`src/rtl/loop_controller_pkg.sv`:
```
// ----------------------------------------------------------------------------
// loop_controller_pkg
// Shared constants for the bracket-loop controller: FSM state encodings,
// the bracket opcode byte values and a small opcode decode helper.
// Optional feature macro used by the controller: LOOP_CTRL_STACK_CHECK_EN.
// ----------------------------------------------------------------------------
package loop_controller_pkg;

   // Controller states
   typedef enum logic [1:0] {
      ST_IDLE = 2'd0,
      ST_EVAL = 2'd1,
      ST_SKIP = 2'd2,
      ST_HALT = 2'd3
   } lc_state_e;

   // Bracket opcode byte values
   localparam logic [7:0] LC_OPEN_OP  = 8'h5B;   // '['
   localparam logic [7:0] LC_CLOSE_OP = 8'h5D;   // ']'

   // Returns 1 when the opcode byte is an opening bracket
   function automatic logic is_open_op(input logic [7:0] opc);
      return (opc == LC_OPEN_OP);
   endfunction

endpackage

```
`src/rtl/loop_controller_if.sv`:
```
// ----------------------------------------------------------------------------
// loop_controller_if
// Bundles the decode-stage bracket handshake and the controller responses.
//   master : decode/pipeline side (drives op_*, cell_*; sees ack/jump/scan/halt)
//   slave  : loop_controller side
// Signals:
//   op_valid, op_open, op_pc  - bracket op presented by decode, held until op_ack
//   cell_valid, cell_zero     - data cell zero flag, valid once pipeline drained
//   op_ack                    - one-cycle op consumed pulse
//   jump, jump_pc, flush      - backward branch request with pipeline flush
//   scan                      - skip mode, core discards non-bracket ops
//   halt                      - sticky stack error halt
// ----------------------------------------------------------------------------
interface loop_controller_if #(
   parameter int IA_WIDTH = 12
);
   logic                op_valid;
   logic                op_open;
   logic [IA_WIDTH-1:0] op_pc;
   logic                cell_valid;
   logic                cell_zero;
   logic                op_ack;
   logic                jump;
   logic [IA_WIDTH-1:0] jump_pc;
   logic                flush;
   logic                scan;
   logic                halt;

   modport master (
      output op_valid, op_open, op_pc, cell_valid, cell_zero,
      input  op_ack, jump, jump_pc, flush, scan, halt
   );

   modport slave (
      input  op_valid, op_open, op_pc, cell_valid, cell_zero,
      output op_ack, jump, jump_pc, flush, scan, halt
   );
endinterface

```
`src/rtl/loop_controller_stack.sv`:
```
// ----------------------------------------------------------------------------
// loop_stack
// LIFO of loop-return addresses for loop_controller.
// Ports:
//   clk, reset      - clock, synchronous active-low reset (pointer only)
//   push, push_data - write push_data; on a full stack the top entry is
//                     overwritten and the pointer holds
//   pop             - drop the top entry; on an empty stack the pointer holds
//   top             - top entry (entry 0 when empty)
//   full, empty     - derived from the SD_LOG2+1 bit pointer
// Contents are not cleared by reset.
// ----------------------------------------------------------------------------
module loop_stack #(
   parameter int IA_WIDTH = 12,
   parameter int SD_LOG2  = 4
) (
   input  logic                clk,
   input  logic                reset,
   input  logic                push,
   input  logic                pop,
   input  logic [IA_WIDTH-1:0] push_data,
   output logic [IA_WIDTH-1:0] top,
   output logic                full,
   output logic                empty
);
   localparam int DEPTH = 1 << SD_LOG2;

   logic [IA_WIDTH-1:0] mem_r [DEPTH];
   logic [SD_LOG2:0]    ptr_r;
   logic [SD_LOG2-1:0]  top_idx_s;
   logic [SD_LOG2-1:0]  wr_idx_s;

   assign full  = ptr_r[SD_LOG2];
   assign empty = (ptr_r == {(SD_LOG2+1){1'b0}});

   // Top-of-stack and write index; a full pointer wraps its low bits to 0,
   // so subtracting one lands on the last entry
   always_comb begin
      top_idx_s = {SD_LOG2{1'b0}};
      wr_idx_s  = ptr_r[SD_LOG2-1:0];
      if (empty) begin
         top_idx_s = {SD_LOG2{1'b0}};
      end else begin
         top_idx_s = ptr_r[SD_LOG2-1:0] - {{(SD_LOG2-1){1'b0}}, 1'b1};
      end
      if (full) begin
         wr_idx_s = top_idx_s;
      end else begin
         wr_idx_s = ptr_r[SD_LOG2-1:0];
      end
   end

   assign top = mem_r[top_idx_s];

   // Stack pointer, saturating at both ends
   always_ff @(posedge clk) begin
      if (!reset) begin
         ptr_r <= {(SD_LOG2+1){1'b0}};
      end else if (push && !full) begin
         ptr_r <= ptr_r + {{SD_LOG2{1'b0}}, 1'b1};
      end else if (pop && !empty) begin
         ptr_r <= ptr_r - {{SD_LOG2{1'b0}}, 1'b1};
      end else begin
         ptr_r <= ptr_r;
      end
   end

   // Entry storage
   always_ff @(posedge clk) begin
      if (push) begin
         mem_r[wr_idx_s] <= push_data;
      end
   end

endmodule

```
`src/rtl/loop_controller.sv`:
```
// ----------------------------------------------------------------------------
// loop_controller
// Resolves '[' / ']' bracket ops for a bracket-language core: pushes loop
// return addresses, issues backward jumps with pipeline flush, and runs a
// nested skip scan when a loop is entered with a zero cell.
// Ports:
//   clk   - clock, all state changes on the rising edge
//   reset - synchronous active-low reset
//   bus   - loop_controller_if.slave (op handshake, cell flag, jump/scan/halt)
// Parameters: IA_WIDTH (instruction address width), SD_LOG2 (log2 stack depth)
// Build option: LOOP_CTRL_STACK_CHECK_EN - when defined, stack overflow and
// underflow acknowledge the op and enter a sticky HALT; otherwise halt is 0,
// overflow overwrites the top entry and underflow uses entry 0.
// ----------------------------------------------------------------------------
module loop_controller
   import loop_controller_pkg::*;
#(
   parameter int IA_WIDTH = 12,
   parameter int SD_LOG2  = 4
) (
   input  logic              clk,
   input  logic              reset,
   loop_controller_if.slave  bus
);
   localparam logic [IA_WIDTH:0]   NEST_ONE = {{IA_WIDTH{1'b0}}, 1'b1};
   localparam logic [IA_WIDTH-1:0] PC_ONE   = {{(IA_WIDTH-1){1'b0}}, 1'b1};

   lc_state_e           state_r, state_s;
   logic                open_r, open_s;
   logic [IA_WIDTH-1:0] pc_r, pc_s;
   logic [IA_WIDTH:0]   nest_r, nest_s;
   logic                op_ack_r, op_ack_s;
   logic                jump_r, jump_s;
   logic [IA_WIDTH-1:0] jump_pc_r, jump_pc_s;
   logic                flush_r;
   logic                scan_r, scan_s;

   logic                push_s, pop_s;
   logic [IA_WIDTH-1:0] stk_top_s;
   logic                stk_full_s, stk_empty_s;
   logic                ovf_s, udf_s;

   loop_stack #(
      .IA_WIDTH (IA_WIDTH),
      .SD_LOG2  (SD_LOG2)
   ) u_stack (
      .clk       (clk),
      .reset     (reset),
      .push      (push_s),
      .pop       (pop_s),
      .push_data (pc_r + PC_ONE),
      .top       (stk_top_s),
      .full      (stk_full_s),
      .empty     (stk_empty_s)
   );

`ifdef LOOP_CTRL_STACK_CHECK_EN
   assign ovf_s = stk_full_s;
   assign udf_s = stk_empty_s;
`else
   logic stack_unused_s;
   assign ovf_s          = 1'b0;
   assign udf_s          = 1'b0;
   assign stack_unused_s = stk_full_s | stk_empty_s;
`endif

   // Next-state, stack control and next output values
   always_comb begin
      state_s   = state_r;
      open_s    = open_r;
      pc_s      = pc_r;
      nest_s    = nest_r;
      op_ack_s  = 1'b0;
      jump_s    = 1'b0;
      jump_pc_s = {IA_WIDTH{1'b0}};
      push_s    = 1'b0;
      pop_s     = 1'b0;
      case (state_r)
         ST_IDLE: begin
            // An op still presented during its own ack cycle is the old op
            if (bus.op_valid && !op_ack_r) begin
               open_s  = bus.op_open;
               pc_s    = bus.op_pc;
               state_s = ST_EVAL;
            end else begin
               state_s = ST_IDLE;
            end
         end
         ST_EVAL: begin
            if (bus.cell_valid) begin
               op_ack_s = 1'b1;
               state_s  = ST_IDLE;
               if (open_r) begin
                  if (bus.cell_zero) begin
                     nest_s  = NEST_ONE;
                     state_s = ST_SKIP;
                  end else if (ovf_s) begin
                     state_s = ST_HALT;
                  end else begin
                     push_s = 1'b1;
                  end
               end else begin
                  if (udf_s) begin
                     state_s = ST_HALT;
                  end else if (bus.cell_zero) begin
                     pop_s = 1'b1;
                  end else begin
                     jump_s    = 1'b1;
                     jump_pc_s = stk_top_s;
                  end
               end
            end else begin
               state_s = ST_EVAL;
            end
         end
         ST_SKIP: begin
            if (bus.op_valid && !op_ack_r) begin
               op_ack_s = 1'b1;
               if (bus.op_open) begin
                  nest_s  = nest_r + NEST_ONE;
                  state_s = ST_SKIP;
               end else begin
                  nest_s = nest_r - NEST_ONE;
                  if (nest_r == NEST_ONE) begin
                     state_s = ST_IDLE;
                  end else begin
                     state_s = ST_SKIP;
                  end
               end
            end else begin
               state_s = ST_SKIP;
            end
         end
         ST_HALT: begin
            state_s = ST_HALT;
         end
         default: begin
            state_s = ST_IDLE;
         end
      endcase
      // scan spans the whole SKIP residency plus the closing ack cycle
      scan_s = (state_s == ST_SKIP) || (state_r == ST_SKIP);
   end

   // State and registered outputs
   always_ff @(posedge clk) begin
      if (!reset) begin
         state_r   <= ST_IDLE;
         open_r    <= 1'b0;
         pc_r      <= {IA_WIDTH{1'b0}};
         nest_r    <= {(IA_WIDTH+1){1'b0}};
         op_ack_r  <= 1'b0;
         jump_r    <= 1'b0;
         jump_pc_r <= {IA_WIDTH{1'b0}};
         flush_r   <= 1'b0;
         scan_r    <= 1'b0;
      end else begin
         state_r   <= state_s;
         open_r    <= open_s;
         pc_r      <= pc_s;
         nest_r    <= nest_s;
         op_ack_r  <= op_ack_s;
         jump_r    <= jump_s;
         jump_pc_r <= jump_pc_s;
         flush_r   <= jump_s;
         scan_r    <= scan_s;
      end
   end

`ifdef LOOP_CTRL_STACK_CHECK_EN
   logic halt_r;

   // Sticky halt flag, cleared only by reset
   always_ff @(posedge clk) begin
      if (!reset) begin
         halt_r <= 1'b0;
      end else begin
         halt_r <= (state_s == ST_HALT);
      end
   end

   assign bus.halt = halt_r;
`else
   assign bus.halt = 1'b0;
`endif

   assign bus.op_ack  = op_ack_r;
   assign bus.jump    = jump_r;
   assign bus.jump_pc = jump_pc_r;
   assign bus.flush   = flush_r;
   assign bus.scan    = scan_r;

endmodule

```
`src/flat_wrapper.sv`:
```
// flat-port wrapper written by rule: the top's interface ports become plain ports
module loop_controller_flat import loop_controller_pkg::*;
#(
   parameter int IA_WIDTH = 12,
   parameter int SD_LOG2  = 4
)
  (clk, reset, bus_op_valid, bus_op_open, bus_op_pc, bus_cell_valid, bus_cell_zero, bus_op_ack, bus_jump, bus_jump_pc, bus_flush, bus_scan, bus_halt);
  loop_controller_if #(.IA_WIDTH(IA_WIDTH)) bus_i ();
  input  logic clk;
  input  logic reset;
  input wire logic [$bits(bus_i.op_valid)-1:0] bus_op_valid;
  input wire logic [$bits(bus_i.op_open)-1:0] bus_op_open;
  input wire logic [$bits(bus_i.op_pc)-1:0] bus_op_pc;
  input wire logic [$bits(bus_i.cell_valid)-1:0] bus_cell_valid;
  input wire logic [$bits(bus_i.cell_zero)-1:0] bus_cell_zero;
  output wire logic [$bits(bus_i.op_ack)-1:0] bus_op_ack;
  output wire logic [$bits(bus_i.jump)-1:0] bus_jump;
  output wire logic [$bits(bus_i.jump_pc)-1:0] bus_jump_pc;
  output wire logic [$bits(bus_i.flush)-1:0] bus_flush;
  output wire logic [$bits(bus_i.scan)-1:0] bus_scan;
  output wire logic [$bits(bus_i.halt)-1:0] bus_halt;
  assign bus_i.op_valid = bus_op_valid;
  assign bus_i.op_open = bus_op_open;
  assign bus_i.op_pc = bus_op_pc;
  assign bus_i.cell_valid = bus_cell_valid;
  assign bus_i.cell_zero = bus_cell_zero;
  assign bus_op_ack = bus_i.op_ack;
  assign bus_jump = bus_i.jump;
  assign bus_jump_pc = bus_i.jump_pc;
  assign bus_flush = bus_i.flush;
  assign bus_scan = bus_i.scan;
  assign bus_halt = bus_i.halt;
  loop_controller #(.IA_WIDTH(IA_WIDTH), .SD_LOG2(SD_LOG2)) u_core (.clk(clk), .reset(reset), .bus(bus_i));
endmodule
```
`config.mk`:
```
export PLATFORM = sky130hd
export DESIGN_NAME = loop_controller_flat
export DESIGN_NICKNAME = d
export VERILOG_FILES = /design/src/rtl/loop_controller_pkg.sv /design/src/rtl/loop_controller_if.sv /design/src/rtl/loop_controller_stack.sv /design/src/rtl/loop_controller.sv /design/src/flat_wrapper.sv
export SDC_FILE = /design/constraint.sdc
export NUM_CORES = 1
export LEC_CHECK = 0
export ABC_AREA = 1
export CAP_MARGIN = 15
export CORE_MARGIN = 5
export CORE_UTILIZATION = 60
export DETAILED_ROUTE_END_ITERATION = 7
export PLACE_DENSITY = 0.78
export SLEW_MARGIN = 15
export SYNTH_ARGS = -nofsm -noshare
export SYNTH_HDL_FRONTEND = slang
export SYNTH_SLANG_ARGS = --single-unit
```
`constraint.sdc`:
```
create_clock -name clk -period 4.8 [get_ports clk]
set_clock_uncertainty 0.1 [all_clocks]
set_input_delay 0.96 -clock clk [delete_from_list [all_inputs] [get_ports clk]]
set_output_delay 0.96 -clock clk [all_outputs]
set_load 0.05 [all_outputs]
```
## Yosys cells after proc, flatten, opt, wreduce, memory -nomap -nowiden

Memory sizes are Yosys's and may differ from the RTL's. A register that Yosys moved wholly into a read port is not among the register bits.
Index checks and enable logic that the tools add are counted.

- Mux-type cells: 31
- Bitwise logic cells: 3
- Reduce and logical (&&, ||, !) cells: 15
- $add $sub $neg: 6
- Equality and inequality tests: 9

Operators by type and width:

| operator | number |
|---|---|
| $mux W13 | 5 |
| $pmux W13 S2 | 1 |
| $add A13 B1 Y13 const B | 1 |
| $eq A13 B1 Y1 const B | 1 |
| $mux W1 | 13 |
| $sub A13 B1 Y13 const B | 1 |
| $add A12 B1 Y12 const B | 1 |
| $mux W2 | 6 |
| $mux W5 | 2 |
| $mux W4 | 2 |
| $pmux W2 S4 | 1 |
| $eq A2 B2 Y1 const B | 3 |
| $add A5 B1 Y5 const B | 1 |
| $logic_not A5 Y1 | 1 |
| $reduce_and A5 Y1 | 1 |
| $reduce_or A5 Y1 | 1 |
| $sub A5 B1 Y5 const B | 1 |
| $ne A2 B1 Y1 const B | 2 |
| $ne A2 B2 Y1 const B | 2 |
| $reduce_bool A2 Y1 | 2 |
| $reduce_or A4 Y1 | 1 |
| $sub A4 B1 Y4 const B | 1 |
| $logic_and A1 B1 Y1 | 3 |
| $logic_not A1 Y1 | 3 |
| other kinds (6) | 8 |

- Bits in writable memories: 192
- Flip-flop bits (word level): 36
- Memories: 1
- Logic and storage cells: 73
- Bits of input ports: 18
- Output and inout port bits: 17

Memory list:

| name | depth | bits a word | read ports | clocked after Yosys merged registers in | write ports | RTL line | source |
|---|---|---|---|---|---|---|---|
| u_core.u_stack.mem_r | 16 | 12 | 1 | 1 | 1 | loop_controller_stack.sv:28 | `logic [IA_WIDTH-1:0] mem_r [DEPTH];` |

## Logic depth before layout (Yosys ltp)

- Word-level depth: 7
- Depth in mapped cells: 16
- Depth with buffers taken out: 12

## Modules after synthesis

From an unflattened synthesis, not the netlist that was laid out.

- Cell total of the unflattened synthesis: 1125
- Area, all modules: 11066.9 um^2

Modules (own cells, without submodules):

| module | cells an instance | seq. area each (um^2) | times used | area each (um^2) |
|---|---|---|---|---|
| loop_stack | 798 | 5865.6 | 1 | 8798.4 |
| loop_controller | 327 | 860.8 | 1 | 2268.4 |

## Worst setup path after synthesis

No wires, ideal clock.

- Kind: flip-flop to flip-flop
- Start point: reg u_core.u_stack.ptr_r[0]
- End point: mem u_core.u_stack.mem_r[0][0] (enable)
- Clock period less this slack: 2.955 ns
- Arrival: 2.475 ns
- Cell stages (with the launch flop): 14
- Slack: 1.845 ns
- Path buffers: 3
- Required time: 4.320 ns
- Library setup time: 0.380 ns
- Cell sequence: dfxtp_1 -> buf_2 -> inv_2 -> buf_2 -> buf_2 -> ha_1 -> inv_1 -> nor2_4 -> nand2_4 -> nand3_1 -> inv_1 -> o21ai_1 -> nand2_1 -> nor2_1

- Longest elaborated chain between the ends: 3
- Elaborated cells on any way between the ends: 4
- Those cells by class: add/sub (1); mux (2); reduce/logical (1)

Ends and longest elaborated chain:

| item | RTL line | source |
|---|---|---|
| start: declaration | loop_controller_stack.sv:29 | `logic [SD_LOG2:0] ptr_r;` |
| start signal: assignment | loop_controller_stack.sv:58 | `ptr_r <= {(SD_LOG2+1){1'b0}};` |
| start signal: assignment | loop_controller_stack.sv:60 | `ptr_r <= ptr_r + {{SD_LOG2{1'b0}}, 1'b1};` |
| start signal: assignment | loop_controller_stack.sv:62 | `ptr_r <= ptr_r - {{SD_LOG2{1'b0}}, 1'b1};` |
| $sub A4 B1 Y4 / $logic_not A5 Y1 (equally long branches) | loop_controller_stack.sv:44, loop_controller_stack.sv:34 |  |
| $mux W4 | loop_controller_stack.sv:41 | `if (empty) begin` |
| $mux W4 (*) | loop_controller_stack.sv:46 | `if (full) begin` |
| end: declaration | loop_controller_stack.sv:28 |  |

Mark *: on every way between the ends. The rest lies on a longest branch, timed or not.

## Worst setup path after layout

- Start point: reg u_core.u_stack.ptr_r[1]
- End point: mem u_core.u_stack.mem_r[5][2] (enable)

Same word-level chain as after synthesis.

==> results by group <==
Run status
  – Outcome: complete, no violations

Global route
  – GR Layer Usage met1: 32.22%
  – GR Util met2: 41.45%
  – Initial antenna violation count: 0
  – Most Used Layer, Global Route: met2
  – GRT Util Overall: 24.00%
  – M3 GR Usage: 3.261%
  – First-pass GRT wire length: 38.93 mm
  – Vias in the first global route: 7418
  – Largest net degree at the start of global routing: 54
  – Overflow left after global routing: 0

Routing
  – Wirelength per Cell: 18.69 um
  – Post-route ant nets: 0
  – Vias per inst: 5.870
  – TritonRoute pass-1 iters: 5
  – Initial DRC Count: 778
  – Detailed Route WL: 24.38 mm
  – DR vias: 7655
  – # DRC: 0

Logic synthesis
  – Synth Area in Simple Gates: 20.19%
  – Cell Area, Synth: 0.01072 mm^2
  – Synth top area share: 53.81%
  – Top cells by area, synth: edfxtp_1 (54%), dfxtp_1 (9.0%), nand3_1 (7.8%)
  – Yosys reg bits: 240
  – Synth area leader: edfxtp_1
  – Adder-Cell Fraction of Synth Area: 1.705%
  – Largest family of logic cells by synthesized area: simple AND/OR/NAND/NOR gates
  – Syn_area_per_cell: 10.42 um^2
  – Warnings, synthesis: 0
  – Syn Inst Count: 1028
  – Post-synthesis sequential area ratio: 62.77%
  – Synthesized net count: 1060
  – Post-synthesis mux area share: 0%
  – Synth unique cells: 43
  – Post-synthesis xor/xnor area fraction: 1.063%
  – Post-synthesis compound-gate area fraction: 7.333%

Finish
  – Commonest non-fill, non-tap cell in the layout: edfxtp_1
  – Multi-input gate area: 0.003264 mm^2
  – Most frequent cells in the layout: edfxtp_1 (192), nand3_1 (168), nand2_1 (150), inv_1 (115), nor2_1 (74)
  – Fin nets: 1093
  – Fillers: 1275
  – Final Util: 69.50%
  – Area growth, synth to finish: 12.97%
  – Register area: 0.006726 mm^2
  – Fin cells: 1304
  – Fraction of layout cells with a size suffix above 1: 11.31%
  – Ant diodes: 0

Clocking
  – Hold-fix buffers, CTS: 0
  – TritonCTS buffer count: 24
  – Worst skew pair latency: 510 ps
  – Post-CTS sizing: 0
  – H-tree levels: 1
  – Clk sink count: 240
  – Root Driver: clkbuf_16
  – CTS tree: done
  – Clock Path Buffers: 3
  – Reg clk slew, reported paths: 70 ps
  – Post-CTS setup buffer count: 0

Timing
  – RSZ-0062 raised after global routing: no
  – Final hold violation count: 0
  – Final period util: 84.93%
  – Final Setup Violations: 0
  – Max Fclk: 245.3 MHz
  – Slew @ Worst Pin: 1098 ps
  – Max Slew Vio Count: 0
  – Final Critical Period: 4076 ps
  – Worst slew margin: 26.55%
  – Final setup TNS: 0 ps

Placement
  – RePlAce Congestion: 0.8712
  – Input/output buffers: 33
  – Cells after DPL: 1260
  – DP HPWL: 15.18 mm

Job
  – Max-cap violations: 0

Floorplanning
  – Core ar.: 0.01742 mm^2
  – # rows: 48
  – DIE WIDTH: 143.6 um
  – Initial Util: 61.52%
  – Die Height: 143.6 um
  – Full die area: 0.02063 mm^2
  – Number of I/O pins: 35

Power and ir drop
  – Sequential group share of total power: 48.8%
  – LEAKAGE: 4.736 nW
  – Combinational group share of total power: 10.0%
  – PnR Total Power: 0.004704 W
  – Cell Pwr Density: 388.6 mW/mm^2
  – Sw frac: 23.90%
  – Sw power: 0.001124 W
  – Max VDD drop: 318.7 uV
  – Clock network power share: 41.1%
  – Power Internal: 0.003580 W

Setup path
  – Startpoint types: flop
  – Crit Path Class: flop to flop
  – Crit-path max FO: 47
  – Worst reg2reg setup slack: 720 ps
  – Crit path capture type: flop
  – CP arrival: 4100 ps
  – Worst path required time: 4830 ps

Worst hold path
  – Worst min path class: flop to flop
metrics by stage:
step                      hold slack (ps)  worst slack (ps)  cell area [um^2]
final                               379.3             723.6             12110
after global routing                415.0             425.2             12110
after CTS                           383.2             866.2             12090
after detailed placement            374.8             867.8             11260
after global placement              368.8              1012             11260
after floorplan                     346.7              1845             10720
power groups by stage:
stage                     Sequential (W)  Clock (W)  Combinational, W
after global routing             0.00230    0.00204          0.000520
final                            0.00230    0.00193          0.000472
after global placement           0.00234          0          0.000459
after CTS                        0.00230    0.00196          0.000469
after detailed placement         0.00234          0          0.000464
after floorplan                  0.00234          0          0.000323
flip-flops by register name (all words and copies together), names as in the netlist:
name	cells
u_core.bus.scan	1
u_core.u_stack.mem_r	192
u_core.nest_r	13
u_core.bus.op_ack	1
u_core.u_stack.ptr_r	5
u_core.bus.jump	1
u_core.state_r	2
u_core.open_r	1
u_core.pc_r	12
u_core.bus.jump_pc	12
per-layer routing:
| layer | vias to the layer above | part of all wire, % |
|---|---|---|
| met1 | 3613 | 40 |
| met5 | - | 0 |
| met3 | 46 | 8.0 |
| met4 | 0 | 2.2 |
| met2 | 376 | 50 |
| li1 | 3620 | - |
area by class of cell:
class | instances | share of cell area (%)
multi-input combinational | 613 | 26.97
inverter | 120 | 3.721
sequential | 240 | 55.57
clock inverter | 7 | 0.8579
tap | 225 | 2.326
clock buffer | 37 | 6.036
timing repair buffer | 62 | 4.527
critical path: stages (launching register included):
cell and delay, ps:
dfxtp_1 340, inv_1 140, ha_1 200, inv_1 80, nor2_4 170, nand2_4 340
nand3_1 580, inv_1 420, o21ai_1 320, nand2_1 150, nor2_1 850
Yosys cell counts, drive strengths merged:
cell type	n
o2111ai	36
buf	41
fa	1
ha	13
clkinv	1
dfxtp	48
o211ai	1
nand3	169
conb	1
a21oi	47
nand2	154
nor3	7
nor3b	1
xnor2	1
inv	119
a211oi	2
a211o	1
clkbuf	14
xor2	12
o21ai	29
or2	37
a31oi	1
o31ai	4
a22oi	1
nor2	78
edfxtp	192
nand4	4
nand3b	12
nor4	1
final timing paths:
path | cells after the start | from | end
max | 10 | u_core.u_stack.ptr_r[1] | u_core.u_stack.mem_r[5][2]
min | 2 | u_core.pc_r[11] | u_core.pc_r[11]
max reg2reg | 10 | u_core.u_stack.ptr_r[1] | u_core.u_stack.mem_r[5][2]
min reg2reg | 2 | u_core.pc_r[11] | u_core.pc_r[11]
cells by family (layout without fill, tap and decap cells):
logic type                 count (synthesis)  count (layout)
and+or+nand+nor                          463             463
DFF                                      240             240
buffers and inverters                    175             226
AOI/OAI and AO/OA                        122             122
adders and majority gates                 14              14
xor gates and xnor gates                  13              13
other                                      1               1
Power figures use the tool's default switching activity.
==> RTL change 1: new RTL, same flow settings <==
Add a define of `LOOP_CTRL_STACK_CHECK_EN`.
--- a/src/rtl/loop_controller.sv
+++ b/src/rtl/loop_controller.sv
@@ -12,6 +12,8 @@
 // underflow acknowledge the op and enter a sticky HALT; otherwise halt is 0,
 // overflow overwrites the top entry and underflow uses entry 0.
 // ----------------------------------------------------------------------------
+`define LOOP_CTRL_STACK_CHECK_EN
+
 module loop_controller
    import loop_controller_pkg::*;
 #(
Function: changed (Yosys sat finds a counterexample within 4 cycles, from zero or initial values and one cycle with reset low).
==> RTL change 1 against the original RTL <==
- global-route usage up 0.61 points
- power up 2.2%
- area after synthesis grew 1.3%
- hold slack worse by 4.4 ps
- critical path depth rose by 1
- routed wire length increased by 3.0%
- utilization shrank 1.5 points
- non-clock buffer count is 13 lower
- fmax is 14% higher
- setup slack improved by 520 ps
- cell area grew 0.52%
- sequential cell count is 1 higher
- critical endpoint is now u_core.u_stack.mem_r[0][4]
- largest cell class unchanged
==> RTL change 1: results (changes against the original RTL) <==
Parameter                              Value

Critical path
  Largest fanout on the critical path ... 26 (-45%)
  Number of cells traversed by the worst register-to-register path ... 11 (+1)
  Worst reg2reg setup slack ... 1240 ps (+520 ps)
  Largest incremental delay on the critical path ... 790 ps (-60 ps)

Placement
  Count of input and output buffers ... 34 (+3.0%)
  Half-perimeter wire length after placement ... 15,600 um (+3.0%)
  Worst slack, placed ... 1140 ps (+269 ps)
  Instance area at placement ... 11,300 um2 (+0.63%)
  Routability congestion estimate ... 0.885 (+1.5%)
  Placed Cells ... 1,309 (+3.9%)

GRT
  Global routing met2 resource utilization ... 40.2% (-1.2 points)
  Pin count of the biggest net entering global routing ... 66 (+22%)
  Total global-route track usage ... 24.6% (+0.61 points)
  Global-route wire length before repair ... 39,600 um (+1.8%)
  Via count of the first global-routing pass ... 7,369 (-0.66%)
  Met1 Track Usage GR ... 34.3% (+2.1 points)
  GR met3 Demand/Resource ... 3.77% (+0.51 points)

Logic synthesis
  Area fraction in compound gates after synthesis ... 5.52% (-1.8 points)
  Fraction of synthesized cell area in xor and xnor cells ... 1.13% (+0.067 points)
  Seq/Total Area, Yosys ... 62.1% (-0.64 points)
  Library cells used by synthesis ... 41 (-4.7%)
  Ranking of synthesized cells by instance count ... 259 x sky130_fd_sc_hd__nand2_1, 192 x sky130_fd_sc_hd__edfxtp_1, 136 x sky130_fd_sc_hd__nand3_1
  Synth Area in Adders ... 1.68% (-0.022 points)
  Main area contributors after synthesis ... sky130_fd_sc_hd__edfxtp_1 53%, sky130_fd_sc_hd__dfxtp_1 9.0%, sky130_fd_sc_hd__nand2_1 9.0%, sky130_fd_sc_hd__nand3_1 6.3%, sky130_fd_sc_hd__inv_1 3.2%
  Syn avg cell area ... 10.0 um2 (-3.8%)
  Ys async rst share ... 0% (unchanged)

STA
  Worst hold slack ... 375 ps (-4.44 ps)
  Setup ws final ... 1240 ps (+515 ps)
  Worst slew pin tran ... 1170 ps (+71.3 ps)

Layout
  Top Registers ... u_core.u_stack.mem_r x192, u_core.nest_r x13
  Fraction of final layout cells with drive strength greater than 1 ... 10.4% (-0.90 points)
  Count of nets after finishing ... 1,138 (+4.1%)

Drt
  Met3 routed WL ... 2210 um (+13%)
  Wire length per cell after detailed routing ... 18.5 um (-0.77%)
  Amount of wire on met2 after detailed routing ... 12,000 um (-1.7%)
  Via/cell ratio ... 5.73 (-2.5%)
  Number of vias after detailed routing ... 7,748 (+1.2%)
  Routed length on met1 ... 10,200 um (+5.3%)
  Drt initial violations ... 720 (-7.5%)

Power and ir drop
  Combinational gate power ... 0.547 mW (+16%)
  Worst supply voltage drop on vdd ... 0.272 mV (-15%)
  Leakage power of the design ... 4.82 nW (+1.8%)
  Relative contribution of combinational cells to total power ... 11.4% (+1.4 points)
  Switching Fraction ... 24.4% (+0.51 points)

Clock tree
  Maximum clock path buffer count ... 3 (unchanged)
  CTS Root Cell ... sky130_fd_sc_hd__clkbuf_16
  CTS Buf Count ... 24 (unchanged)

Run status
  Outcome ... finished clean

Worst hold path
  Worst min-delay path category ... reg -> reg
RTL change 1: changes by cell type after synthesis, moves of 11 or more:
cell                        unedited run  this run
sky130_fd_sc_hd__inv_1               115        93
sky130_fd_sc_hd__buf_2                29        18
sky130_fd_sc_hd__o2111ai_1            36        12
sky130_fd_sc_hd__nor2_1               74        85
sky130_fd_sc_hd__nand2_1             150       259
sky130_fd_sc_hd__nand3_1             168       136
RTL change 1: worst paths after layout:
kind | to
worst max-delay path | u_core.u_stack.mem_r[0][4]
worst min-delay path | u_core.pc_r[11]
worst max register to register | u_core.u_stack.mem_r[0][4]
worst min register to register | u_core.pc_r[11]
RTL change 1: final cells by class:
class | instances | area [um2]
multi-input cells | 690 | 3460
clock buffers | 32 | 702
well taps | 229 | 287
fillers | 1333 | 5730
repair buffers | 49 | 453
flip-flops and latches | 241 | 6750
clock inverters | 12 | 139
inverters | 100 | 378
==> RTL change 2: new RTL, same flow settings <==
Made on the original files. The 4 states of `lc_state_e` get a one-hot encoding in 4 bits.
--- a/src/rtl/loop_controller_pkg.sv
+++ b/src/rtl/loop_controller_pkg.sv
@@ -7,11 +7,11 @@
 package loop_controller_pkg;
 
    // Controller states
-   typedef enum logic [1:0] {
-      ST_IDLE = 2'd0,
-      ST_EVAL = 2'd1,
-      ST_SKIP = 2'd2,
-      ST_HALT = 2'd3
+   typedef enum logic [3:0] {
+      ST_IDLE = 4'b0001,
+      ST_EVAL = 4'b0010,
+      ST_SKIP = 4'b0100,
+      ST_HALT = 4'b1000
    } lc_state_e;
 
    // Bracket opcode byte values
Behaviour: same outputs for any inputs over 4 cycles, from zero or initial values and one cycle with reset low; so few cycles prove little.
==> RTL change 2 against the original RTL <==
- area after synthesis up 1.0%
- sequential cell count up 2
- die area up 0.95%
- setup slack better by 710 ps
- sequential share of layout area up 0.70 points
- cell area down 0.66%
- non-clock buffer count down 16
- routed wire length down 1.6%
Power is not compared: it rests on default switching activity, and its combinational part moved more than twofold at a synthesized area within 25%.
==> RTL change 2: results (changes against the original RTL) <==
Parameter                              Value

Drt
  Amount of wire on met2 after detailed routing ... 11,200 um (-8.0%)
  Drt first pass iters ... 6 (+1)
  Antenna Violating Nets Remaining ... 0 (unchanged)
  Number of vias after detailed routing ... 7,618 (-0.48%)
  Drt initial violations ... 651 (-16%)
  Via/cell ratio ... 5.78 (-1.5%)
  Met3 routed WL ... 1850 um (-5.7%)
  Routed length on met1 ... 10,100 um (+4.1%)
  Wire length per cell after detailed routing ... 18.2 um (-2.7%)

GRT
  Pin count of the biggest net entering global routing ... 86 (+59%)
  Global-route wire length before repair ... 37,900 um (-2.6%)
  Antenna violations before repair ... 0 (unchanged)
  Met1 Track Usage GR ... 33.1% (+0.86 points)
  Via count of the first global-routing pass ... 7,156 (-3.5%)
  Global routing met2 resource utilization ... 37.4% (-4.1 points)
  GR met3 Demand/Resource ... 3.41% (+0.14 points)
  Total global-route track usage ... 23.4% (-0.59 points)

Critical path
  Largest incremental delay on the critical path ... 620 ps (-230 ps)
  Library cell contributing the largest single delay on the critical path ... sky130_fd_sc_hd__buf_4
  Cell family with most CP delay ... buffers and inverters
  Largest fanout on the critical path ... 57 (+21%)

Layout
  Number of fill cells in the layout ... 1,338 (+4.9%)
  Diodes inserted ... 0 (unchanged)
  Count of nets after finishing ... 1,098 (+0.46%)
  Footprint of the multi-input gates ... 3320 um2 (+1.6%)
  Fraction of final layout cells with drive strength greater than 1 ... 10.2% (-1.1 points)

Placement
  Instance area at placement ... 11,300 um2 (+0.14%)
  Half-perimeter wire length after placement ... 15,000 um (-0.99%)
  Placed Cells ... 1,273 (+1.0%)
  Worst slack, placed ... 1320 ps (+449 ps)
  Routability congestion estimate ... 0.897 (+3.0%)

Logic synthesis
  Ranking of synthesized cells by instance count ... 192 x sky130_fd_sc_hd__edfxtp_1, 168 x sky130_fd_sc_hd__nand2_1, 159 x sky130_fd_sc_hd__nand3_1
  Main area contributors after synthesis ... sky130_fd_sc_hd__edfxtp_1 53%, sky130_fd_sc_hd__dfxtp_1 9.2%, sky130_fd_sc_hd__nand3_1 7.4%, sky130_fd_sc_hd__nand2_1 5.8%, sky130_fd_sc_hd__inv_1 4.3%
  Seq/Total Area, Yosys ... 62.5% (-0.26 points)
  EDFF count, synth ... 192 (unchanged)
  Syn avg cell area ... 10.3 um2 (-1.5%)
  Library cells used by synthesis ... 37 (-14%)

Clock tree
  Insertion delay of the later-clocked pin in the worst-skew pair ... 510 ps (about the same)
  Resized cells post-CTS ... 0 (unchanged)
  CTS Buf Count ... 25 (+4.2%)

Worst hold path
  Start point of the worst min-delay path ... u_core.nest_r[10]

Run status
  Outcome ... finished clean

STA
  Worst slew margin relative to its limit ... 23.6% (-3.0 points)

Power and ir drop
  Relative contribution of combinational cells to total power ... roughly 4.4%
[RTL change 2: cell families (layout without fill, tap and decap cells)]
| logic type | count (synthesis) | after routing | synth area share, % |
|---|---|---|---|
| fa+ha+maj | 9 | 9 | 1.11 |
| simple gates | 491 | 491 | 21.4 |
| xor+xnor | 14 | 14 | 1.13 |
| buf+inv | 184 | 219 | 7.18 |
| compound gates | 113 | 113 | 6.68 |
| flops | 242 | 242 | 62.5 |
| other cells | 1 | 1 | 0.0346 |
[RTL change 2: final timing paths]
check,to,cells after the start,slack [ps]
worst max-delay path,u_core.bus.jump_pc[8],12,1440
worst min-delay path,u_core.nest_r[10],2,380
worst max register to register,u_core.bus.jump_pc[8],12,1440
worst min register to register,u_core.nest_r[10],2,380
[RTL change 2: area by class of cell]
type	instances	share of cell area [%]
Sequential cell	242	56.3
Multi-Input combinational cell	628	27.6
Clock buffer	38	5.94
Inverter	128	4.00
Timing Repair Buffer	46	3.56
Tap cell	229	2.38
Clock inverter	7	0.281
